===== src/rtl/alu_sched_pkg.sv =====
// Shared types and constants for the round-robin ALU scheduler.
package alu_sched_pkg;

    localparam int unsigned DEF_W = 4;

    typedef enum logic [1:0] {
        IDLE = 2'd0,
        EXEC = 2'd1,
        RESP = 2'd2
    } state_t;

    localparam logic [1:0] OP_ADD = 2'b00;
    localparam logic [1:0] OP_SUB = 2'b01;
    localparam logic [1:0] OP_AND = 2'b10;
    localparam logic [1:0] OP_OR  = 2'b11;

endpackage


===== src/rtl/alu.sv =====
// Combinational signed ALU: add/sub wrap modulo 2^W, bitwise and/or.
module alu
    import alu_sched_pkg::*;
#(
    parameter int unsigned W = DEF_W
) (
    input  logic signed [W-1:0] A,
    input  logic signed [W-1:0] B,
    input  logic        [1:0]   ctrl,
    output logic signed [W-1:0] out
);

    always_comb begin
        out = '0;
        case (ctrl)
            OP_ADD:  out = A + B;
            OP_SUB:  out = A - B;
            OP_AND:  out = A & B;
            OP_OR:   out = A | B;
            default: out = '0;
        endcase
    end

endmodule


===== src/rtl/rr_pick.sv =====
// Rotating-priority picker: first set request scanning from ptr upward, modulo NREQ.
module rr_pick #(
    parameter int unsigned NREQ = 4,
    parameter int unsigned IDW  = $clog2(NREQ)
) (
    input  logic [NREQ-1:0] req,
    input  logic [IDW-1:0]  ptr,
    output logic [NREQ-1:0] gnt,
    output logic [IDW-1:0]  gnt_idx,
    output logic            any
);

    always_comb begin
        int unsigned idx;
        idx     = 0;
        gnt     = '0;
        gnt_idx = '0;
        any     = 1'b0;
        for (int unsigned k = 0; k < NREQ; k++) begin
            idx = (32'(ptr) + k) % NREQ;
            if (!any && req[idx]) begin
                any     = 1'b1;
                gnt_idx = IDW'(idx);
            end
        end
        if (any) begin
            gnt[gnt_idx] = 1'b1;
        end
    end

endmodule


===== src/rtl/alu_rr_sched.sv =====
// Round-robin scheduler sharing one ALU among NREQ requesters with a valid/ready result channel.
// Optional op_count output enabled by defining ALU_SCHED_OPCNT_EN.
module alu_rr_sched
    import alu_sched_pkg::*;
#(
    parameter int unsigned NREQ = 4,
    parameter int unsigned W    = DEF_W,
    parameter int unsigned IDW  = $clog2(NREQ)
) (
    input  logic              clk,
    input  logic              rst_n,
    input  logic [NREQ-1:0]   req_valid,
    output logic [NREQ-1:0]   req_ready,
    input  logic [NREQ*W-1:0] req_a,
    input  logic [NREQ*W-1:0] req_b,
    input  logic [NREQ*2-1:0] req_ctrl,
    output logic              rsp_valid,
    input  logic              rsp_ready,
    output logic [IDW-1:0]    rsp_id,
    output logic [W-1:0]      rsp_out,
`ifdef ALU_SCHED_OPCNT_EN
    output logic [15:0]       op_count,
`endif
    output logic              busy
);

    state_t state, state_nxt;

    logic [IDW-1:0]  rr_ptr;
    logic [NREQ-1:0] gnt;
    logic [IDW-1:0]  gnt_idx;
    logic            gnt_any;

    logic [W-1:0]    op_a, op_b;
    logic [1:0]      op_ctrl;
    logic [IDW-1:0]  op_id;
    logic [W-1:0]    alu_out;

    logic            load, capture, rsp_done;

    logic [W-1:0]    a_arr    [NREQ];
    logic [W-1:0]    b_arr    [NREQ];
    logic [1:0]      ctrl_arr [NREQ];

    for (genvar i = 0; i < NREQ; i++) begin : g_unpack
        assign a_arr[i]    = req_a[i*W +: W];
        assign b_arr[i]    = req_b[i*W +: W];
        assign ctrl_arr[i] = req_ctrl[i*2 +: 2];
    end

    rr_pick #(
        .NREQ (NREQ),
        .IDW  (IDW)
    ) u_pick (
        .req     (req_valid),
        .ptr     (rr_ptr),
        .gnt     (gnt),
        .gnt_idx (gnt_idx),
        .any     (gnt_any)
    );

    alu #(
        .W (W)
    ) u_alu (
        .A    (op_a),
        .B    (op_b),
        .ctrl (op_ctrl),
        .out  (alu_out)
    );

    // Grant is offered only while idle and out of reset.
    assign req_ready = (state == IDLE && rst_n) ? gnt : '0;
    assign busy      = (state != IDLE);

    always_ff @(posedge clk or negedge rst_n) begin
        if (!rst_n) begin
            state <= IDLE;
        end else begin
            state <= state_nxt;
        end
    end

    always_comb begin
        state_nxt = state;
        load      = 1'b0;
        capture   = 1'b0;
        rsp_done  = 1'b0;
        case (state)
            IDLE: begin
                if (gnt_any) begin
                    load      = 1'b1;
                    state_nxt = EXEC;
                end
            end
            EXEC: begin
                capture   = 1'b1;
                state_nxt = RESP;
            end
            RESP: begin
                if (rsp_ready) begin
                    rsp_done  = 1'b1;
                    state_nxt = IDLE;
                end
            end
            default: state_nxt = IDLE;
        endcase
    end

    // Operand latch, pointer rotation and result register.
    always_ff @(posedge clk or negedge rst_n) begin
        if (!rst_n) begin
            rr_ptr    <= '0;
            op_a      <= '0;
            op_b      <= '0;
            op_ctrl   <= '0;
            op_id     <= '0;
            rsp_valid <= 1'b0;
            rsp_id    <= '0;
            rsp_out   <= '0;
        end else begin
            if (load) begin
                op_a    <= a_arr[gnt_idx];
                op_b    <= b_arr[gnt_idx];
                op_ctrl <= ctrl_arr[gnt_idx];
                op_id   <= gnt_idx;
                rr_ptr  <= (gnt_idx == IDW'(NREQ - 1)) ? '0 : gnt_idx + IDW'(1);
            end
            if (capture) begin
                rsp_out   <= alu_out;
                rsp_id    <= op_id;
                rsp_valid <= 1'b1;
            end
            if (rsp_done) begin
                rsp_valid <= 1'b0;
            end
        end
    end

`ifdef ALU_SCHED_OPCNT_EN
    always_ff @(posedge clk or negedge rst_n) begin
        if (!rst_n) begin
            op_count <= '0;
        end else if (rsp_done && op_count != 16'hFFFF) begin
            op_count <= op_count + 16'd1;
        end
    end
`endif

endmodule


===== config.mk =====
export PLATFORM = sky130hd
export DESIGN_NAME = alu_rr_sched
export DESIGN_NICKNAME = d
export VERILOG_FILES = /design/src/rtl/alu_sched_pkg.sv /design/src/rtl/alu.sv /design/src/rtl/rr_pick.sv /design/src/rtl/alu_rr_sched.sv
export SDC_FILE = /design/constraint.sdc
export NUM_CORES = 1
export LEC_CHECK = 0
export ABC_AREA = 1
export BUFFER_PORTS_ARGS = -buffer_cell sky130_fd_sc_hd__buf_2
export CORE_MARGIN = 4
export CORE_UTILIZATION = 52
export DETAILED_ROUTE_END_ITERATION = 7
export PLACE_DENSITY = 0.87
export SETUP_SLACK_MARGIN = 0.05
export SLEW_MARGIN = 20
export SYNTH_ARGS = -nofsm -noshare
export SYNTH_HDL_FRONTEND = slang
export SYNTH_SLANG_ARGS = --single-unit

===== constraint.sdc =====
create_clock -name clk -period 2.1 [get_ports clk]
set_input_delay 0 -clock clk [delete_from_list [all_inputs] [get_ports clk]]
set_output_delay 0 -clock clk [all_outputs]
set_load 0.03 [all_outputs]

# After elaboration in Yosys (flattened, before gate mapping)
# Index checks and enable logic that the tools add are counted.
# op_classes
add_sub_neg	6
order_cmp	7
n_eq_ne	8
n_mux	41
n_bitwise	3
reduce_logical	13
# op_table
op	n
$mux W4	6
$mux W2	9
$bmux W4 S2	2
$mux W1	16
$pmux W4 S4	1
$lt A2 B3 Y1 const B	5
$bmux W1 S2	4
$eq A2 B2 Y1 const B	4
$pmux W2 S3	1
$logic_and A1 B1 Y1	5
$add A2 B1 Y2 const B	2
$add A2 B2 Y2 const B	2
$add A4 B4 Y4	1
$and A4 B4 Y4	1
$bmux W2 S2	1
$eq A2 B1 Y1 const B	2
$logic_not A2 Y1	2
$ne A2 B2 Y1 const B	2
$or A4 B4 Y4	1
$reduce_bool A2 Y1	2
$sub A4 B4 Y4	1
$ge A3 B3 Y1 const B	1
$logic_not A1 Y1	3
$not A2 Y3	1
3 further kinds	3
# word_totals
regBits	23
inputBits	47
out_inout_bits	12
word_cells	87

# Logic depth before layout (Yosys ltp)
# Gate-level depths: netlist of the first run.
# depth
ltp_word	18
ltp_mapped	17
depth_no_buf	15

# Modules after synthesis
# From an unflattened synthesis of the first run, not the netlist that was laid out.
# hier_totals
cells_unflattened	318
hier_area_um2	1958.1
# by_module_without_submodules
module	n_inst	cells_per_inst	area_per_inst_um2	seq_area_each_um2
alu_rr_sched	1	195	1306.3	575.6
rr_pick	1	67	331.6	0.0
alu	1	56	320.3	0.0

# Worst setup path after synthesis of the first run
# OpenSTA, ideal clock, no wires.
# synth_path
kind	register to output
startpoint	reg rr_ptr[0]
endpoint	out req_ready[1]
t_arrival_ps	1962
required_time_ps	2100
slack_ps	138
stages_incl_launch_ff	12
n_path_buf	2
path_cell_list	dfrtp_1 buf_6 inv_4 nand2_2 nand2_4 nand2_1 nand2_1 nand2_1 nand3_1 nand3_4 buf_6 nor3_1
# synth_between
elab_chain_cells	18
word_cells_on_any_way	32
cone_classes	add/sub: 3; order compare: 2; mux: 20; reduce/logical: 7
# synth_rtl
element	line_no	rtl
start: declaration	alu_rr_sched.sv:29	logic [IDW-1:0] rr_ptr;
start signal: assignment	alu_rr_sched.sv:126	rr_ptr <= (gnt_idx == IDW'(NREQ - 1)) ? '0 : gnt_idx + IDW'(1);
parallel branches: the longest is 16 deep, another holds $lt A2 B3 Y1	n/a	
$mux W4 (*)	rr_pick.sv:26	if (any) begin
$mux W4 (*)	alu_rr_sched.sv:72	assign req_ready = (state == IDLE && rst_n) ? gnt : '0;
end: declaration	alu_rr_sched.sv:13	output logic [NREQ-1:0] req_ready,
# Every way passes the cells marked *. The select of a mux whose other input is x is not followed.

# Final worst setup path of the first run
# layout_path
startpoint	reg rr_ptr[1]
endpoint	out req_ready[2]
# The elaborated chain is that of the path after synthesis.

==> summary.md, run 1 <==
| Metric | Value |
|---|---|
| Status | finished, violations left |
| Failing checks | negative setup slack |
| Number of CTS-inserted buffers | 3 |
| Via density | 5.168 |
| Die area | 0.004972 mm^2 |
| Most used DFF post-synth | dfrtp_1 |
| Most frequent cells in the layout | 107 x nand2_1, 54 x buf_2, 38 x inv_1 |
| Synth Instances | 314 |
| Setup ws final | -0.03434 ns |
| Sequential share of the synthesized area | 28.33% |
| Setup TNS | -0.05283 ns |
| DR iter-0 viols | 169 |
| Dpl hpwl | 3691 um |
| Post-synth EDFFs | 0 |
| Fin nets | 444 |
| Port bufs | 58 |
| Post-DP Area | 0.002369 mm^2 |
| Drt first pass iters | 4 |
| Critical Path AT | 2.13 ns |
| CP max-delay cell | dfrtp_2 |
| Crit path kind | reg2out |
| Type of the worst min-delay path | in2reg |
| FMAX | 0.4685 GHz |
| Worst Skew | 0.007220 ns |
| Rows | 22 |
| First-pass GRT wire length | 8148 um |
| Root buffer cell | clkbuf_8 |
| Multiplexer area fraction after synthesis | 0% |
| Crit-path cells | inv_4, nand2_2, nand2_4, nand2_1, nand2_2, nand2_1, o21ai_1, inv_1, nand2_4, ha_4, nand2_2, nor2_2, buf_6 |
| Post-route clock period utilization | 101.6% |
| CP delay by family, top | simple AND/OR/NAND/NOR gates |
| Synth Area in Simple Gates | 44.40% |
| Clk slew on worst S/H paths | 0.09 ns |
| Area share of xor/xnor cells in the synthesized design | 1.293% |
| Post-synthesis cell type count | 32 |
| Largest family of logic cells by synthesized area | simple AND/OR/NAND/NOR gates |
| Element type at the critical path end | primary output |
| Post-route cell area | 0.002690 mm^2 |
| Routed WL per cell | 12.58 um |
| Clock Sink Count | 23 |
| Async SR Flop Fraction | 100.0% |
| Core area | 0.003716 mm^2 |
| Final Max Tran Viols | 0 |
| Syn avg cell area | 6.471 um^2 |
| RSZ-0062 raised after global routing | yes |
| Top-level I/O count | 59 |
| Tmin final | 2.134 ns |
| Antenna fix cells | 0 |
| Compound-Gate Fraction of Synth Area | 7.020% |
| Most common cell after layout, fill and taps aside | nand2_1 |
| Post-Synth Adder-Cell Area | 5.911% |
| Proportion of layout cells with a drive suffix above 1 | 36.43% |
| Max cap viols | 0 |
| DR DRC count | 0 |
| Crit Path Max Fanout | 6 |
| Area grow syn2layout | 32.39% |
| Vias | 2248 |
| Startpoint types | register |
| Critical path required time | 2.10 ns |
| Global route overflow | 0 |
| Relative slew slack | 75.76% |
| Finish-stage setup viols | 2 |
| Number of global-route vias before repair | 1953 |
| Antenna Nets Post-Route | 0 |
| Largest net degree at the start of global routing | 22 |
| Final wirelength | 5471 um |
| Routability cong. | 0.8878 |
| Die H | 70.51 um |
| CTS max path bufs | 2 |
| Max incr delay on CP | 0.49 ns |
| Tot GR Track Use | 19.46% |
| Worst Path Buf+Inv | 3 |
| YS warnings | 0 |
| Antenna violations before repair | 0 |
| CTS tree | yes |
| Slew @ Worst Pin | 0.3622 ns |
| Synthesized net count | 370 |
| Clk_lat worst skew | 0.28 ns |
| Synthesized flop and latch total | 23 |
| Crit-path most repeated cell | nand2_2 |
| H-tree Lvls | 1 |
| Area of the mapped netlist | 0.002032 mm^2 |
| Starting Density | 54.68% |
| Fin. Hold Viols | 0 |
| Die width | 70.51 um |
## worst reg2reg max path, stage by stage, from the launching register on
cell	delay (ns)
dfrtp_2	0.49
inv_4	0.13
nand2_2	0.08
nand2_4	0.11
nand2_1	0.07
nand2_2	0.08
nand2_1	0.05
o21ai_1	0.14
inv_1	0.10
nand2_4	0.13
buf_4	0.17
buf_4	0.15
nand3_1	0.08
nand2_1	0.09
nand2_1	0.07
nand2_1	0.08
## cell usage after synthesis, types with 2 or more instances
library cell,count,area (um^2)
a31oi_1,2,12.51
o211ai_1,2,15.01
nand3_2,2,20.02
nand3_4,2,35.03
nand4_1,21,131.4
buf_2,6,30.03
buf_6,2,22.52
o21ai_0,11,55.05
nand2_2,13,81.33
ha_1,8,100.1
inv_2,4,15.01
nor2_1,14,52.55
a21oi_1,6,30.03
nand3_1,16,80.08
xor2_1,3,26.28
buf_4,2,15.01
nand2_1,122,457.9
inv_1,42,157.7
dfrtp_1,23,575.6
## state kept, by name, indices dropped and copies added (netlist names)
| register | cells |
|---|---|
| op_a | 4 |
| op_id | 2 |
| op_b | 4 |
| op_ctrl | 2 |
| state | 2 |
| rsp_out | 4 |
| rsp_valid | 1 |
| rsp_id | 2 |
| rr_ptr | 2 |
## final timing paths
| path | depth (start not counted) | start | to | slack (ns) |
|---|---|---|---|---|
| max | 13 | rr_ptr[1]$_DFFE_PN0P_ | req_ready[2] | -0.03 |
| min | 7 | req_ctrl[1] | op_ctrl[1]$_DFFE_PN0P_ | 0.11 |
| max reg2reg | 15 | rr_ptr[1]$_DFFE_PN0P_ | op_b[3]$_DFFE_PN0P_ | 0.01 |
| min reg2reg | 2 | rsp_id[1]$_DFFE_PN0P_ | rsp_id[1]$_DFFE_PN0P_ | 0.49 |
| max in group asynchronous | 3 | rst_n | op_a[2]$_DFFE_PN0P_ | 1.49 |
| min in group asynchronous | 2 | rst_n | rr_ptr[1]$_DFFE_PN0P_ | 0.14 |
## kinds of logic (layout without fill, tap and decap cells)
| family | count (synthesis) | in the layout |
|---|---|---|
| buffers and inverters | 59 | 132 |
| DFF | 23 | 23 |
| xor gates and xnor gates | 3 | 3 |
| adders and majority gates | 9 | 9 |
| AOI/OAI and AO/OA | 25 | 25 |
| and+or+nand+nor | 195 | 195 |
## stage by stage
| stage | cells | setup slack (ns) | util, % | hold slack, ns |
|---|---|---|---|---|
| 3_3_place_gp | 416 | 0.1644 | 63.74 | -0.09978 |
| 6_report | 435 | -0.03434 | 72.39 | 0.1054 |
| 2_1_floorplan | 314 | 0.1381 | - | -0.2956 |
| 4_1_cts | 427 | 0.03389 | 67.00 | 0.1022 |
| 3_5_place_dp | 416 | 0.02204 | 63.74 | -0.09431 |
| 5_1_grt | 435 | -0.1628 | 72.39 | 0.1328 |
## routing by layer
metal  share of wire, %  vias to the layer above  global-route usage [%]
li1                   -                     1140                       -
met1                 43                     1006                   26.16
met2                 47                       90                   32.85
met3                7.6                       12                   2.302
met4                2.2                        0                   5.532
met5                  0                        -                       0
## final cells by class
| type | instances | area (um^2) |
|---|---|---|
| multi-input combinational | 232 | 1306 |
| sequential | 23 | 579.3 |
| clock buffer | 3 | 41.29 |
| tap | 48 | 60.06 |
| timing repair buffer | 81 | 509.2 |
| fill | 295 | 1026 |
| clock inverter | 1 | 5.005 |
| inverter | 47 | 188.9 |
## what timing repair did
item                       CTS  global route
pin swaps                    1            31
setup buffers                5             8
resized for setup            7            47
hold buffers                 2             0
hold endpoints to repair    24             0
setup endpoints to repair    5            10
Power of run 1 is not shown: default switching activity piles up to over one toggle a cycle in this logic, so the estimate is an artifact.
==> run 2: changes to the inputs <==
ABC_AREA = 0   (was 1)
CORE_UTILIZATION = 49   (was 52)
PLACE_DENSITY = 0.86   (was 0.87)
==> summary.md, run 2 <==
| Metric | Value |
|---|---|
| Critical path required time | 2.31 ns |
| Syn avg cell area | 9.315 um^2 |
| FF+latch area | 576.8 um^2 |
| Area of the multi-input gates | 0.001011 mm^2 |
| Reg2reg start | op_b[0]$_DFFE_PN0P_ |
| Synthesized net count | 229 |
| Most common cell after layout, fill and taps aside | buf_2 |
| Worst Path Buf+Inv | 1 |
| Post-Layout Cell Count | 287 |
| Clock Sink Count | 23 |
| Area of the mapped netlist | 0.001612 mm^2 |
| RSZ-0062 raised after global routing | yes |
| Synth top cells by count | 23 x dfrtp_1, 21 x nor2_1, 17 x a211oi_1 |
| Worst Skew | 0.006914 ns |
| Clk_lat worst skew | 0.32 ns |
| R2R Path End | rsp_out[3]$_DFFE_PN0P_ |
| Port bufs | 58 |
| Via density | 5.512 |
| Synthesized flop and latch total | 23 |
| Placed Cells | 278 |
| Sequential share of the synthesized area | 35.71% |
| H-tree Lvls | 1 |
| Worst hold slack | 0.006581 ns |
| Most frequent cells in the layout | 56 x buf_2, 22 x dfrtp_1, 19 x nor2_1 |
| FF-to-FF path depth | 10 |
| Most used DFF post-synth | dfrtp_1 |
| CP max-delay cell | dfrtp_1 |
| Starting Density | 51.94% |
| R2R setup slack | -0.03 ns |
| Number of global-route vias before repair | 1569 |
| DR iter-0 viols | 78 |
| Startpoint types | register |
| First-pass GRT wire length | 6596 um |
| Crit-path most repeated cell | xnor2_1 |
| Clk slew on worst S/H paths | 0.13 ns |
| Routed WL per cell | 14.13 um |
| Relative slew slack | 69.69% |
| Post-Place Setup Slack | -0.05067 ns |
| Final Max Tran Viols | 0 |
| Post-synthesis cell type count | 38 |
| Hold EP | op_b[2]$_DFFE_PN0P_ |
| Most frequent cell after synthesis | dfrtp_1 |
| Rows | 20 |
| Synth area leaders | dfrtp_1 36%, mux2i_1 8.7%, a211oi_1 7.9% |
| YS warnings | 0 |
| Crit path kind | reg2reg |
| Slew @ Worst Pin | 0.4546 ns |
| Synth Instances | 173 |
| Post-DP Area | 0.002002 mm^2 |
| Fin. Hold Viols | 0 |
| VDD IR max | 0.0009077 V |
| Antenna fix cells | 0 |
| Largest area contributor in the netlist | dfrtp_1 |
| Crit Path Max Fanout | 2 |
| Fillers | 275 |
| Critical Path AT | 2.34 ns |
| CTS max path bufs | 2 |
| Antenna Nets Post-Route | 0 |
| CTS tree | yes |
| Finish-stage setup viols | 1 |
| Vias | 1582 |
| Status | finished, violations left |
| Dpl hpwl | 3120 um |
| M1 GR Usage | 25.27% |
| Share of the synthesized area in the top cell type | 35.71% |
| Global route overflow | 0 |
| Power Density | 1542 mW/mm^2 |
| Die width | 65.35 um |
| CP delay by family, top | compound AO/OA/AOI/OAI gates |
| Tot GR Track Use | 20.03% |
| Met2 Use GR | 33.50% |
| Setup ws final | -0.02899 ns |
| Largest regs | op_a: 4 flops, op_b: 4 flops, rsp_out: 4 flops |
| Area grow syn2layout | 33.07% |
| Hold_sp | req_b[10] |
| FMAX | 0.4697 GHz |
| Die H | 65.35 um |
| Final wirelength | 4055 um |
| Core area | 0.003103 mm^2 |
| Met3 Track Usage GR | 3.590% |
| Element type at the critical path end | register |
| Fin nets | 300 |
| Crit-path cells | inv_2, ha_4, nor2_2, xnor2_1, ha_1, a21o_1, a31oi_2, xnor2_1, a211o_1, a32o_1 |
| Routability cong. | 0.8691 |
| Antenna violations before repair | 0 |
| Post-route clock period utilization | 101.4% |
| Root buffer cell | clkbuf_4 |
| Top-level I/O count | 59 |
| Hold Path Cell Cnt | 3 |
| Max cap viols | 0 |
| Proportion of layout cells with a drive suffix above 1 | 40.74% |
| Die area | 0.004271 mm^2 |
| Post-route cell area | 0.002145 mm^2 |
| Static Leak | 0.001026 uW |
| DR DRC count | 0 |
| Largest net degree at the start of global routing | 24 |
| Post-synth EDFFs | 0 |
| Async SR Flop Fraction | 100.0% |
| Gr busiest metal | met2 |
| Tmin final | 2.129 ns |
| Type of the worst min-delay path | in2reg |
| Number of CTS-inserted buffers | 3 |
| Failing checks | negative setup slack |
| Max incr delay on CP | 0.39 ns |
| Drt first pass iters | 5 |
| Final Power | 3306 uW |
==> run 2: changes by cell type after synthesis, sizes merged, moves of 11 or more <==
cell,previous run,this run
a211oi,0,18
mux2i,0,14
nand4,21,0
nor3b,0,11
inv,47,7
nand2,136,12
nand3,20,0
==> run 2: how the worst max path moves through the flow <==
stage / start / endpoint / slack (ns) / cells past startpoint
2_1_floorplan: op_ctrl[0]$_DFFE_PN0P_ / rsp_out[3]$_DFFE_PN0P_ / 0.01 / 10
3_3_place_gp: op_b[0]$_DFFE_PN0P_ / rsp_out[3]$_DFFE_PN0P_ / 0.05 / 10
3_5_place_dp: op_b[0]$_DFFE_PN0P_ / rsp_out[3]$_DFFE_PN0P_ / -0.05 / 10
4_1_cts: op_b[0]$_DFFE_PN0P_ / rsp_out[3]$_DFFE_PN0P_ / -0.03 / 10
5_1_grt: op_b[0]$_DFFE_PN0P_ / rsp_out[3]$_DFFE_PN0P_ / -0.11 / 10
6_report: op_b[0]$_DFFE_PN0P_ / rsp_out[3]$_DFFE_PN0P_ / -0.03 / 10
==> run 2: per-layer routing <==
layer	up-vias	routed length (um)
li1	768	-
met1	747	1745
met2	59	1980
met3	8	260
met4	0	68
met5	-	0
==> run 2: logic make-up (layout without fill, tap and decap cells) <==
kind of cell,after synthesis,count (layout),share of synthesized area [%]
fa+ha+maj,10,10,8.075
compound gates,46,46,21.20
flops,23,23,35.71
xor+xnor,3,3,1.631
simple gates,58,58,17.94
buf+inv,17,87,5.357
mux,16,16,10.09
==> run 2: power breakdown <==
part	total (uW)	internal (uW)	switching, uW
logic	2230	1010	1220
clock network	211	71.3	139
registers	868	674	194
==> run 2: cell type report <==
class | count | share of cell area, %
multi-input cells | 133 | 47.14
flip-flops and latches | 23 | 26.90
repair buffers | 76 | 20.54
well taps | 44 | 2.567
inverters | 7 | 1.575
clock buffers | 3 | 1.050
clock inverters | 1 | 0.2334
==> run 2: timing repair <==
| item | CTS | global route |
|---|---|---|
| buffers inserted | 0 | 1 |
| pin swaps | 1 | 1 |
| endpoints found under the setup margin | 4 | 5 |
| gates cloned | 0 | 0 |
| gates resized for setup | 8 | 13 |
| endpoints found under the hold margin | 26 | 0 |
| hold buffers | 4 | 0 |
==> run 2: stage by stage <==
stage / utilization [%] / TNS, ns
2_1_floorplan: - / 0
4_1_cts: 67.58 / -0.03042
6_report: 69.11 / -0.02899
3_3_place_gp: 64.52 / 0
5_1_grt: 69.11 / -0.1140
3_5_place_dp: 64.52 / -0.05067
==> run 2: tightest hold or removal path: stages <==
cell and delay (ns):
buf_2 0.09, mux2i_1 0.12, a211oi_1 0.08
Power figures use the tool's default switching activity.
==> run 3: changes to the inputs <==
CORE_UTILIZATION = 53   (was 49)
PLACE_DENSITY = 0.92   (was 0.86)
clock period = 2.76 ns   (was 2.1 ns; I/O delays follow)
==> summary.md, run 3 (synthesis gave the netlist of run 2 again) <==
| Metric | Value |
|---|---|
| Crit path kind | reg2out |
| Status | finished clean |
| Clock power share | 7.0% |
| Vias | 1526 |
| Post-DP Area | 0.001903 mm^2 |
| Post-route clock period utilization | 89.07% |
| Largest regs | op_a: 4 flops, op_b: 4 flops, rsp_out: 4 flops |
| Logic pwr share | 62.8% |
| RSZ-0062 raised after global routing | no |
| Most frequent cells in the layout | 58 x buf_2, 23 x dfrtp_1, 21 x nor2_1 |
| Number of CTS-inserted buffers | 3 |
| Most common cell after layout, fill and taps aside | buf_2 |
| Port bufs | 58 |
| Starting Density | 56.97% |
| Final Power | 2270 uW |
| Hold Path Cell Cnt | 3 |
| Via density | 5.802 |
| CTS max path bufs | 2 |
| Slew @ Worst Pin | 0.6068 ns |
| Dpl hpwl | 3110 um |
| Setup TNS | 0 ns |
| Final wirelength | 4045 um |
| Final Max Tran Viols | 0 |
| Worst Skew | 0.006043 ns |
| Antenna fix cells | 0 |
| VDD IR max | 0.0007411 V |
| Type of the worst min-delay path | in2reg |
| First-pass GRT wire length | 6748 um |
| Setup ws final | 0.3018 ns |
| Psw | 1112 uW |
| Critical Path AT | 2.46 ns |
| Die area | 0.003987 mm^2 |
| Core area | 0.002829 mm^2 |
| Static Leak | 0.0009628 uW |
| Die H | 63.14 um |
| Post-route cell area | 0.001969 mm^2 |
| Global route overflow | 0 |
| DR DRC count | 0 |
| Drt first pass iters | 4 |
| Fin nets | 289 |
| Finish-stage setup viols | 0 |
| Area grow syn2layout | 22.21% |
| Crit Path Max Fanout | 22 |
| Antenna violations before repair | 0 |
| Top-level I/O count | 59 |
| Die width | 63.14 um |
| Relative slew slack | 59.31% |
| Clk slew on worst S/H paths | 0.13 ns |
| Switching share of total power | 48.96% |
| Post-Place Setup Slack | 0.3723 ns |
| FMAX | 0.4068 GHz |
| Antenna Nets Post-Route | 0 |
| Rows | 19 |
| Critical path required time | 2.76 ns |
| CTS tree | yes |
| Cell internal pwr | 1159 uW |
| DR iter-0 viols | 51 |
| Clock Sink Count | 23 |
| Power Density | 1153 mW/mm^2 |
| Startpoint types | register |
| Fin. Hold Viols | 0 |
| Max cap viols | 0 |
| Seq pwr share | 30.1% |
| Element type at the critical path end | primary output |
| Clk_lat worst skew | 0.32 ns |
| FF-to-FF path depth | 9 |
| Number of global-route vias before repair | 1518 |
| Final Util | 69.62% |
| Root buffer cell | clkbuf_4 |
| Routed WL per cell | 15.38 um |
| Tmin final | 2.458 ns |
| Largest net degree at the start of global routing | 27 |
| Routability cong. | 0.9015 |
| H-tree Lvls | 1 |
| Tot GR Track Use | 21.19% |
| Proportion of layout cells with a drive suffix above 1 | 31.47% |
## run 3: per-layer routing
layer	up-vias	global-route usage, %	share of wire [%]
met2	61	37.55	52
met1	713	24.83	40
met5	-	0	0
met4	0	9.642	2.1
met3	9	3.552	5.8
li1	743	-	-
## run 3: layout make-up
type,instances,area [um^2]
multi-input combinational,133,949.7
fill,232,859.6
clock buffer,4,26.28
tap,31,38.79
sequential,23,575.6
inverter,7,26.28
timing repair buffer,65,352.8
## run 3: repair_timing
action                    CTS  global route
hold buffers                4             0
setup buffers               0             0
resized for setup           0             0
hold endpoints to repair   26             0
## run 3: per-stage QoR
step | instances | hold slack [ns]
2_1_floorplan | 173 | -0.2956
3_3_place_gp | 255 | 0.01255
3_5_place_dp | 255 | 0.01590
4_1_cts | 263 | 0.005584
5_1_grt | 263 | 0.01054
6_report | 263 | 0.007271
## run 3: worst paths after layout
check	startpoint	to	slack, ns
max	rr_ptr[1]$_DFFE_PN0P_	req_ready[2]	0.30
min	req_a[9]	op_a[1]$_DFFE_PN0P_	0.007
max reg2reg	op_ctrl[0]$_DFFE_PN0P_	rsp_out[3]$_DFFE_PN0P_	0.35
min reg2reg	rsp_out[1]$_DFFE_PN0P_	rsp_out[1]$_DFFE_PN0P_	0.48
max in group asynchronous	rst_n	rsp_out[2]$_DFFE_PN0P_	2.22
min in group asynchronous	rst_n	rr_ptr[1]$_DFFE_PN0P_	0.17
## run 3: critical path, stage by stage (launching register included)
cell       delay [ns]
dfrtp_1          0.45
nand2_1          0.10
o2bb2ai_2        0.52
nor2_2           0.13
inv_2            0.39
ha_1             0.21
and3_1           0.14
buf_2            0.19
## run 3: power by group through the flow
stage	sequential [uW]	combinational, uW	clock (uW)
2_1_floorplan	732	1040	0
3_3_place_gp	679	1330	0
3_5_place_dp	691	1410	0
4_1_cts	682	1430	163
5_1_grt	713	1580	179
6_report	684	1430	160
